**src/rtl/edge_rd_pkg.sv**
```systemverilog
`default_nettype none
// +----------------------------------------------------------------------+
// | edge_rd_pkg                                                           |
// | Shared sizes and state encoding for the edge accumulator readout.     |
// | Rev 1.0                                                               |
// +----------------------------------------------------------------------+
package edge_rd_pkg;
    localparam int NWORD = 64;
    localparam int IDXW  = 6;
    localparam int CNTW  = 12;
    localparam int POPW  = 6;

    typedef enum logic [1:0] {
        IDLE = 2'd0,
        SEL  = 2'd1,
        OUT  = 2'd2,
        DONE = 2'd3
    } state_e;
endpackage
`default_nettype wire

```
**src/rtl/edge_result_reader_popcount32.sv**
```systemverilog
`default_nettype none
// +----------------------------------------------------------------------+
// | popcount32                                                            |
// | Combinational count of set bits in a 32-bit word.                     |
// | Rev 1.0                                                               |
// +----------------------------------------------------------------------+
module popcount32
    import edge_rd_pkg::*;
(
    input  logic [31:0]     data_i,
    output logic [POPW-1:0] count_o
);
    always_comb begin
        count_o = '0;
        for (int i = 0; i < 32; i++) begin
            count_o = count_o + POPW'(data_i[i]);
        end
    end
endmodule
`default_nettype wire

```
**src/rtl/edge_result_reader.sv**
```systemverilog
`default_nettype none
// +----------------------------------------------------------------------+
// | edge_result_reader                                                    |
// | Walks all 64 accumulator words, streams them out, counts set bits.    |
// | Rev 1.0                                                               |
// +----------------------------------------------------------------------+
module edge_result_reader
    import edge_rd_pkg::*;
#(
    parameter bit SKIP_ZERO = 1'b0
) (
    input  logic            CLK,
    input  logic            RST_n,
    input  logic            start,
    output logic [1:0]      sel1,
    output logic [7:0]      sel2,
    input  logic [31:0]     result_imp,
    output logic            m_valid,
    input  logic            m_ready,
    output logic [31:0]     m_data,
    output logic [IDXW-1:0] m_index,
    output logic            m_last,
    output logic            busy,
    output logic            done,
    output logic [CNTW-1:0] edge_count
);
    localparam logic [IDXW-1:0] LAST_IDX = IDXW'(NWORD - 1);

    state_e          state_q;
    logic [IDXW-1:0] index_q;
    logic            m_valid_q;
    logic [31:0]     m_data_q;
    logic [IDXW-1:0] m_index_q;
    logic            m_last_q;
    logic            done_q;
    logic [CNTW-1:0] edge_count_q;

    logic [POPW-1:0] pop_cnt;
    logic            last_word;
    logic            skip_word;

    popcount32 u_pop (
        .data_i  (result_imp),
        .count_o (pop_cnt)
    );

    assign last_word = (index_q == LAST_IDX);
    assign skip_word = SKIP_ZERO && (result_imp == '0) && !last_word;

    always_ff @(posedge CLK or negedge RST_n) begin
        if (!RST_n) begin
            state_q      <= IDLE;
            index_q      <= '0;
            m_valid_q    <= 1'b0;
            m_data_q     <= '0;
            m_index_q    <= '0;
            m_last_q     <= 1'b0;
            done_q       <= 1'b0;
            edge_count_q <= '0;
        end else begin
            done_q <= 1'b0;
            case (state_q)
                IDLE: begin
                    if (start) begin
                        state_q      <= SEL;
                        index_q      <= '0;
                        edge_count_q <= '0;
                    end
                end
                SEL: begin
                    edge_count_q <= edge_count_q + CNTW'(pop_cnt);
                    if (skip_word) begin
                        index_q <= index_q + IDXW'(1);
                    end else begin
                        m_data_q  <= result_imp;
                        m_index_q <= index_q;
                        m_last_q  <= last_word;
                        m_valid_q <= 1'b1;
                        state_q   <= OUT;
                    end
                end
                OUT: begin
                    if (m_ready) begin
                        m_valid_q <= 1'b0;
                        m_last_q  <= 1'b0;
                        if (last_word) begin
                            // Park the index at 0 so the selects idle at zero.
                            index_q <= '0;
                            done_q  <= 1'b1;
                            state_q <= DONE;
                        end else begin
                            index_q <= index_q + IDXW'(1);
                            state_q <= SEL;
                        end
                    end
                end
                DONE: begin
                    state_q <= IDLE;
                end
                default: begin
                    state_q <= IDLE;
                end
            endcase
        end
    end

    assign sel1       = index_q[5:4];
    assign sel2       = {4'b0000, index_q[3:0]};
    assign m_valid    = m_valid_q;
    assign m_data     = m_data_q;
    assign m_index    = m_index_q;
    assign m_last     = m_last_q;
    assign busy       = (state_q != IDLE);
    assign done       = done_q;
    assign edge_count = edge_count_q;
endmodule
`default_nettype wire

```
**config.mk**
```make
export PLATFORM = sky130hd
export DESIGN_NAME = edge_result_reader
export DESIGN_NICKNAME = d
export VERILOG_FILES = /design/src/rtl/edge_rd_pkg.sv /design/src/rtl/edge_result_reader_popcount32.sv /design/src/rtl/edge_result_reader.sv
export SDC_FILE = /design/constraint.sdc
export NUM_CORES = 1
export LEC_CHECK = 0
export ABC_AREA = 1
export CAP_MARGIN = 0
export CORE_MARGIN = 2
export CORE_UTILIZATION = 50
export CTS_BUF_LIST = sky130_fd_sc_hd__clkbuf_4 sky130_fd_sc_hd__clkbuf_8
export DETAILED_ROUTE_END_ITERATION = 8
export PLACE_DENSITY = 0.82
export SLEW_MARGIN = 20
export SYNTH_ARGS = -nofsm -noshare
export SYNTH_HDL_FRONTEND = slang
export SYNTH_SLANG_ARGS = --single-unit
```
**constraint.sdc**
```tcl
create_clock -name CLK -period 2.7 [get_ports CLK]
set_input_delay 0.54 -clock CLK [delete_from_list [all_inputs] [get_ports CLK]]
set_output_delay 0.54 -clock CLK [all_outputs]
set_load 0.01 [all_outputs]
```
==> impl_metrics.toml, run 1 <==
[critical_path]
critPathSlowestCell = "fa_1"
critPathLaunchType = "input port"
crit_family = "adder cells"
worstSetupPathType = "input port to flop"
crit_cells = 22
cp-end-kind = "flop"
worstPathCellList = "buf_6 -> ha_4 -> inv_2 -> fa_1 -> fa_1 -> fa_1 -> fa_1 -> fa_1 -> fa_1 -> fa_2 -> fa_2 -> o21ai_2 -> xor2_1 -> ha_1 -> nand2_1 -> nand2_2 -> a21oi_4 -> nand2_4 -> nand2_2 -> nand2_1 -> o21ai_1 -> inv_1"
worst_path_most_repeated_cell = "fa_1"
critPathArrivalTime_ns = 5.96
crit_path_max_incr_delay_ns = 0.54
cp_max_fo = 5
crit_buf_inv = 3
reg2regPathDepth = 11
worstPathRequired_ns = 2.94

[grt]
grt_pass1_vias = 3345
grt_max_degree = 81
grt_first_pass_wirelength_um = 15600
grtUsageTotal = 0.240
overflow = 0
antenna_found_initial = 0

[timing]
setup_viol = 12
hold_ws_ns = 0.244
relSlewSlack = 0.508
rsz0062_at_grt = "true"
drv_slew = 0
max_freq_mhz = 175
period_share = 2.12
skew_ns = 0.00774
finalHoldViolations = 0
finalWorstSetupSlack_ns = -3.02
tightest_slew_ns = 0.738
period_minus_slack_ns = 5.72

[logic_synthesis]
ys_seq_area_frac = 0.415
avgSynthCellArea_sq_um = 8.49
synth_compound_area_frac = 0.0776
synth_cell_types = 28
ys_seq_elements = 61
synth-simple-area-share = 0.197
yosys_warnings = 0
synth_xor_area_frac = 0.00715
synth_adder_area_share = 0.194
synth_top_family_by_area = "simple AND/OR/NAND/NOR gates"
synthMuxAreaShare = 0
synthesis.instances = 433
synth_area_sq_um = 3680

[finish]
nets = 627
n_antenna_cell = 0
fin_area_sq_um = 5230
area_delta_synth_final_pct = 42.3
drive_above_1_share = 0.179
utilization = 0.729
fin_cells = 653

[placement]
numPortBuffers = 95
dp.cells = 633
place.gp.congestion = 0.957
placement.cell_area_sq_um = 4860
hpwlAfterDp_um = 6560

[drt]
firstDrtPassIters = 5
vias = 3287
first_iter_violations = 137
routed_wl_um = 9630
drc_errors = 0
antenna_left = 0
wire_per_inst_um = 14.8
routed_via_density = 5.03

[hold_path]
worstHoldPathType = "input port to asynchronous set/reset pin"

[clock_network]
clk_pin_slew_ns = 0.07
clk_latency_ns = 0.34
htreeDepth = 3
clock-sinks = 61
cts_tree = "yes"
clockBufferDepth = 2
cts_root_buf = "clkbuf_8"
cts_buffers = 9
postCtsHoldBufs = 0

[floorplan]
core_sq_um = 7180
io_pins = 100
die-width_um = 89.7
dieHeight_um = 89.7
num_rows = 31
initial_core_util = 0.512
die-area_sq_um = 8050

[status]
status = "finished with violations"
violations = "negative setup slack"

[job]
cap_violations = 0
cells in the mapped netlist:
cell / count / area (sq um)
nand2_1: 118 / 443
inv_1: 83 / 312
dfrtp_1: 61 / 1530
o21ai_0: 36 / 180
fa_1: 25 / 500
nand3_1: 25 / 125
ha_1: 17 / 213
nor2_1: 12 / 45.0
a21oi_1: 11 / 55.1
clkbuf_1: 7 / 26.3
o21ai_1: 6 / 30.0
buf_4: 5 / 37.5
buf_2: 3 / 15.0
nand2_2: 3 / 18.8
nand3b_1: 3 / 22.5
nand4_1: 3 / 18.8
inv_2: 2 / 7.51
o22ai_1: 2 / 12.5
xnor2_1: 2 / 17.5
conb_1: 1 / 3.75
nand3_2: 1 / 10.0
nand3b_2: 1 / 11.3
nor2_2: 1 / 6.26
nor2_4: 1 / 11.3
nor3_1: 1 / 5.00
o211ai_1: 1 / 7.51
or2_2: 1 / 6.26
xor2_1: 1 / 8.76
flip-flops by register name, summed over array words and instances, names as in the netlist:
name / count
done: 1
edge_count: 12
index_q: 6
m_data: 32
m_index: 6
m_last: 1
m_valid: 1
state_q: 2
per-stage QoR:
step                      setup TNS, ns  setup WS, ns
after floorplan                  -31.93         -2.89
after global placement           -40.00         -3.55
after detailed placement         -41.63         -3.72
after CTS                        -33.73         -3.04
after global routing             -34.54         -3.14
final                            -33.49         -3.02
repair_timing:
item | CTS | global route
cloned | 0 | 0
buffers inserted | 4 | 0
pin swaps | 27 | 25
gates resized for setup | 52 | 26
endpoints found under the setup margin | 12 | 12
endpoints found under the hold margin | 0 | 0
metal layers:
metal / track usage / part of all wire / up-vias
li1: - / - / 1550
met3: 0.0386 / 0.046 / 23
met5: 0 / 0 / -
met4: 0.100 / 0.026 / 0
met1: 0.306 / 0.41 / 1599
met2: 0.412 / 0.51 / 115
layout make-up:
cell class                      count  area (sq um)
Clock buffer                       12           159
Tap cell                           99           124
Fill cell                         490          1940
Sequential cell                    61          1530
Timing Repair Buffer              117          1110
Multi-Input combinational cell    275          1930
Inverter                           85           319
Clock inverter                      4          70.1
cells by family (layout without fill, tap and decap cells):
| kind of cell | after synthesis | in the layout |
|---|---|---|
| AO/OA/AOI/OAI | 56 | 56 |
| XOR/XNOR | 3 | 3 |
| adder cells (fa/ha/maj) | 42 | 42 |
| buffers and inverters | 100 | 218 |
| flip-flops | 61 | 61 |
| other | 1 | 4 |
| AND/OR/NAND/NOR | 170 | 170 |
worst register-to-register path, cell delays in order (launching register included):
cell and delay (ns):
dfrtp_1 0.42, ha_4 0.16, inv_1 0.05, fa_2 0.36, inv_1 0.10, nand3_2 0.07
nand2_2 0.10, nand2_1 0.08, nand2_1 0.08, nand2_1 0.06, nand3_1 0.08, nand2_1 0.05
layout by cell type (no fill, tap or decap), types with 4 or more instances in the layout:
cell type / netlist / routed
a21oi_1: 11 / 8
buf_4: 5 / 21
clkbuf_8: 0 / 11
clkdlybuf4s50_1: 0 / 78
conb_1: 1 / 4
dfrtp_1: 61 / 61
dlygate4sd2_1: 0 / 8
fa_1: 25 / 22
ha_1: 17 / 12
ha_4: 0 / 5
inv_1: 83 / 66
inv_2: 2 / 19
nand2_1: 118 / 110
nand2_2: 3 / 10
nand3_1: 25 / 21
nand3_2: 1 / 5
nor2_1: 12 / 12
o21ai_0: 36 / 30
o21ai_1: 6 / 9
worst paths after layout:
path	endpoint	start	slack [ns]
max	edge_count[7]	result_imp[1]	-3.02
min	m_data[18]	RST_n	0.24
max reg2reg	edge_count[10]	edge_count[0]	0.98
min reg2reg	m_data[17]	m_data[17]	0.48
max in group asynchronous	m_index[1]	RST_n	1.83
min in group CLK	m_data[0]	result_imp[0]	0.41
Power of run 1 is left out: the tool's default activity adds up to more than one toggle a clock period on the data nets, which glitch-free logic cannot reach.
==> run 2, diff against run 1 <==
==> constraint.sdc (replaced) <==
create_clock -name CLK -period 2.7 [get_ports CLK]
set_input_delay 0.54 -clock CLK [delete_from_list [all_inputs] [get_ports CLK]]
set_output_delay 0.54 -clock CLK [all_outputs]
set_load 0.1 [all_outputs]
==> run 2 against run 1 <==
  * The run still ends with negative setup slack left
  * Worst setup slack better by 0.078 ns
  * Non-clock buffer count up 2
  * Via count down 1.9%
  * Critical endpoint unchanged
  * Largest cell class unchanged
==> impl_metrics.toml, run 2 (synthesized netlist as in run 1, its figures left out) <==
[placement]
place.gp.congestion = 0.936
hpwlAfterDp_um = 6300
numPortBuffers = 95
dp.cells = 633
placement.cell_area_sq_um = 4710

[grt]
grt_first_pass_wirelength_um = 15000
overflow = 0
grtUsageTotal = 0.232
grt_pass1_vias = 3209
grt_max_degree = 60
antenna_found_initial = 0

[timing]
finalHoldViolations = 0
setup_viol = 12
drv_slew = 0
skew_ns = 0.00557
relSlewSlack = 0.507
period_minus_slack_ns = 5.64
tightest_slew_ns = 0.740
hold_ws_ns = 0.254
tns_ns = -32.29
max_freq_mhz = 177
period_share = 2.09
finalWorstSetupSlack_ns = -2.94
rsz0062_at_grt = "true"

[clock_network]
cts_root_buf = "clkbuf_8"
clk_latency_ns = 0.35
clk_pin_slew_ns = 0.07
cts_tree = "yes"
clockBufferDepth = 2
cts_buffers = 9
htreeDepth = 3
postCtsHoldBufs = 0
clock-sinks = 61

[critical_path]
critPathArrivalTime_ns = 5.88
cp-end-kind = "flop"
critPathSlowestCell = "fa_1"
worstPathCellList = "buf_8 -> ha_4 -> inv_2 -> fa_1 -> fa_1 -> fa_1 -> fa_1 -> fa_1 -> fa_1 -> fa_2 -> fa_2 -> o21ai_2 -> xor2_1 -> ha_2 -> nand2_1 -> nand2_2 -> a21oi_2 -> nand2_2 -> nand2_2 -> nand2_1 -> o21ai_1 -> inv_1"
critPathLaunchType = "input port"
worst_path_most_repeated_cell = "fa_1"
worstPathRequired_ns = 2.94
cp_max_fo = 5
crit_path_max_incr_delay_ns = 0.52
worstSetupPathType = "input port to flop"

[drt]
drc_errors = 0
antenna_left = 0
routed_wl_um = 9060
routed_via_density = 4.93
first_iter_violations = 140
wire_per_inst_um = 13.9
firstDrtPassIters = 5
vias = 3223

[floorplan]
io_pins = 100
die-area_sq_um = 8050
core_sq_um = 7180
initial_core_util = 0.512
dieHeight_um = 89.7
num_rows = 31
die-width_um = 89.7

[status]
status = "finished with violations"
violations = "negative setup slack"

[finish]
layout.cells.most_common = "nand2_1"
layout_common_cells = "nand2_1, buf_4, inv_1"
drive_above_1_share = 0.301
area_delta_synth_final_pct = 39.1
nets = 629
fin_area_sq_um = 5110
fin_cells = 654
n_antenna_cell = 0
largest_reg_flops = 32

[job]
cap_violations = 0

[hold_path]
worstHoldPathType = "input port to asynchronous set/reset pin"
[run 2: changes by cell type in the layout (fill, tap and decap cells not counted), moves of 2 or more]
| cell | delta |
|---|---|
| buf_4 | +62 |
| clkdlybuf4s50_1 | -60 |
| dlygate4sd2_1 | -4 |
| clkdlybuf4s15_1 | +2 |
| nand3_1 | +2 |
| nand3_2 | -2 |
| o21ai_1 | -2 |
| o21ai_2 | +2 |
[run 2: cell type report]
| cell class | count | area, sq um |
|---|---|---|
| Clock buffer | 11 | 151 |
| Clock inverter | 4 | 95.1 |
| Fill cell | 536 | 2060 |
| Inverter | 85 | 319 |
| Multi-Input combinational cell | 275 | 1930 |
| Sequential cell | 61 | 1530 |
| Tap cell | 99 | 124 |
| Timing Repair Buffer | 119 | 966 |
[run 2: final timing paths]
check	from	end	slack, ns	cells after the start
hold / removal	RST_n	m_data[20]	0.25	1
max in group asynchronous	RST_n	m_index[2]	1.82	2
setup / recovery	result_imp[1]	edge_count[7]	-2.94	22
min in group CLK	result_imp[1]	m_data[1]	0.40	3
setup reg to reg	edge_count[0]	edge_count[10]	0.93	11
hold reg to reg	m_index[2]	m_index[2]	0.48	2
[run 2: metrics by stage]
stage               worst slack [ns]  utilization
floorplan                      -2.89            -
global placement               -3.57        0.656
detailed placement             -3.64        0.656
CTS                            -3.05        0.699
global route                   -3.13        0.713
finish                         -2.94        0.713
[run 2: layer usage]
layer | track usage | up-vias | part of all wire
met5 | 0 | - | 0
met4 | 0.115 | 0 | 0.027
met3 | 0.0453 | 20 | 0.060
met2 | 0.364 | 107 | 0.49
met1 | 0.311 | 1530 | 0.42
li1 | - | 1566 | -
[run 2: what timing repair did]
item,4_1_cts,5_1_grt
pin swaps,34,28
cloned,0,0
setup buffers,3,3
gates resized for setup,50,39
setup endpoints to repair,12,12
[run 2: worst max-delay path: cells and delay by family]
kind / cells / cell delay (ns)
simple gates: 5 / 0.38
compound gates: 3 / 0.35
fa+ha+maj: 10 / 4.23
xor+xnor: 1 / 0.17
buf+inv: 3 / 0.19
Power of run 2 is left out for the same reason.
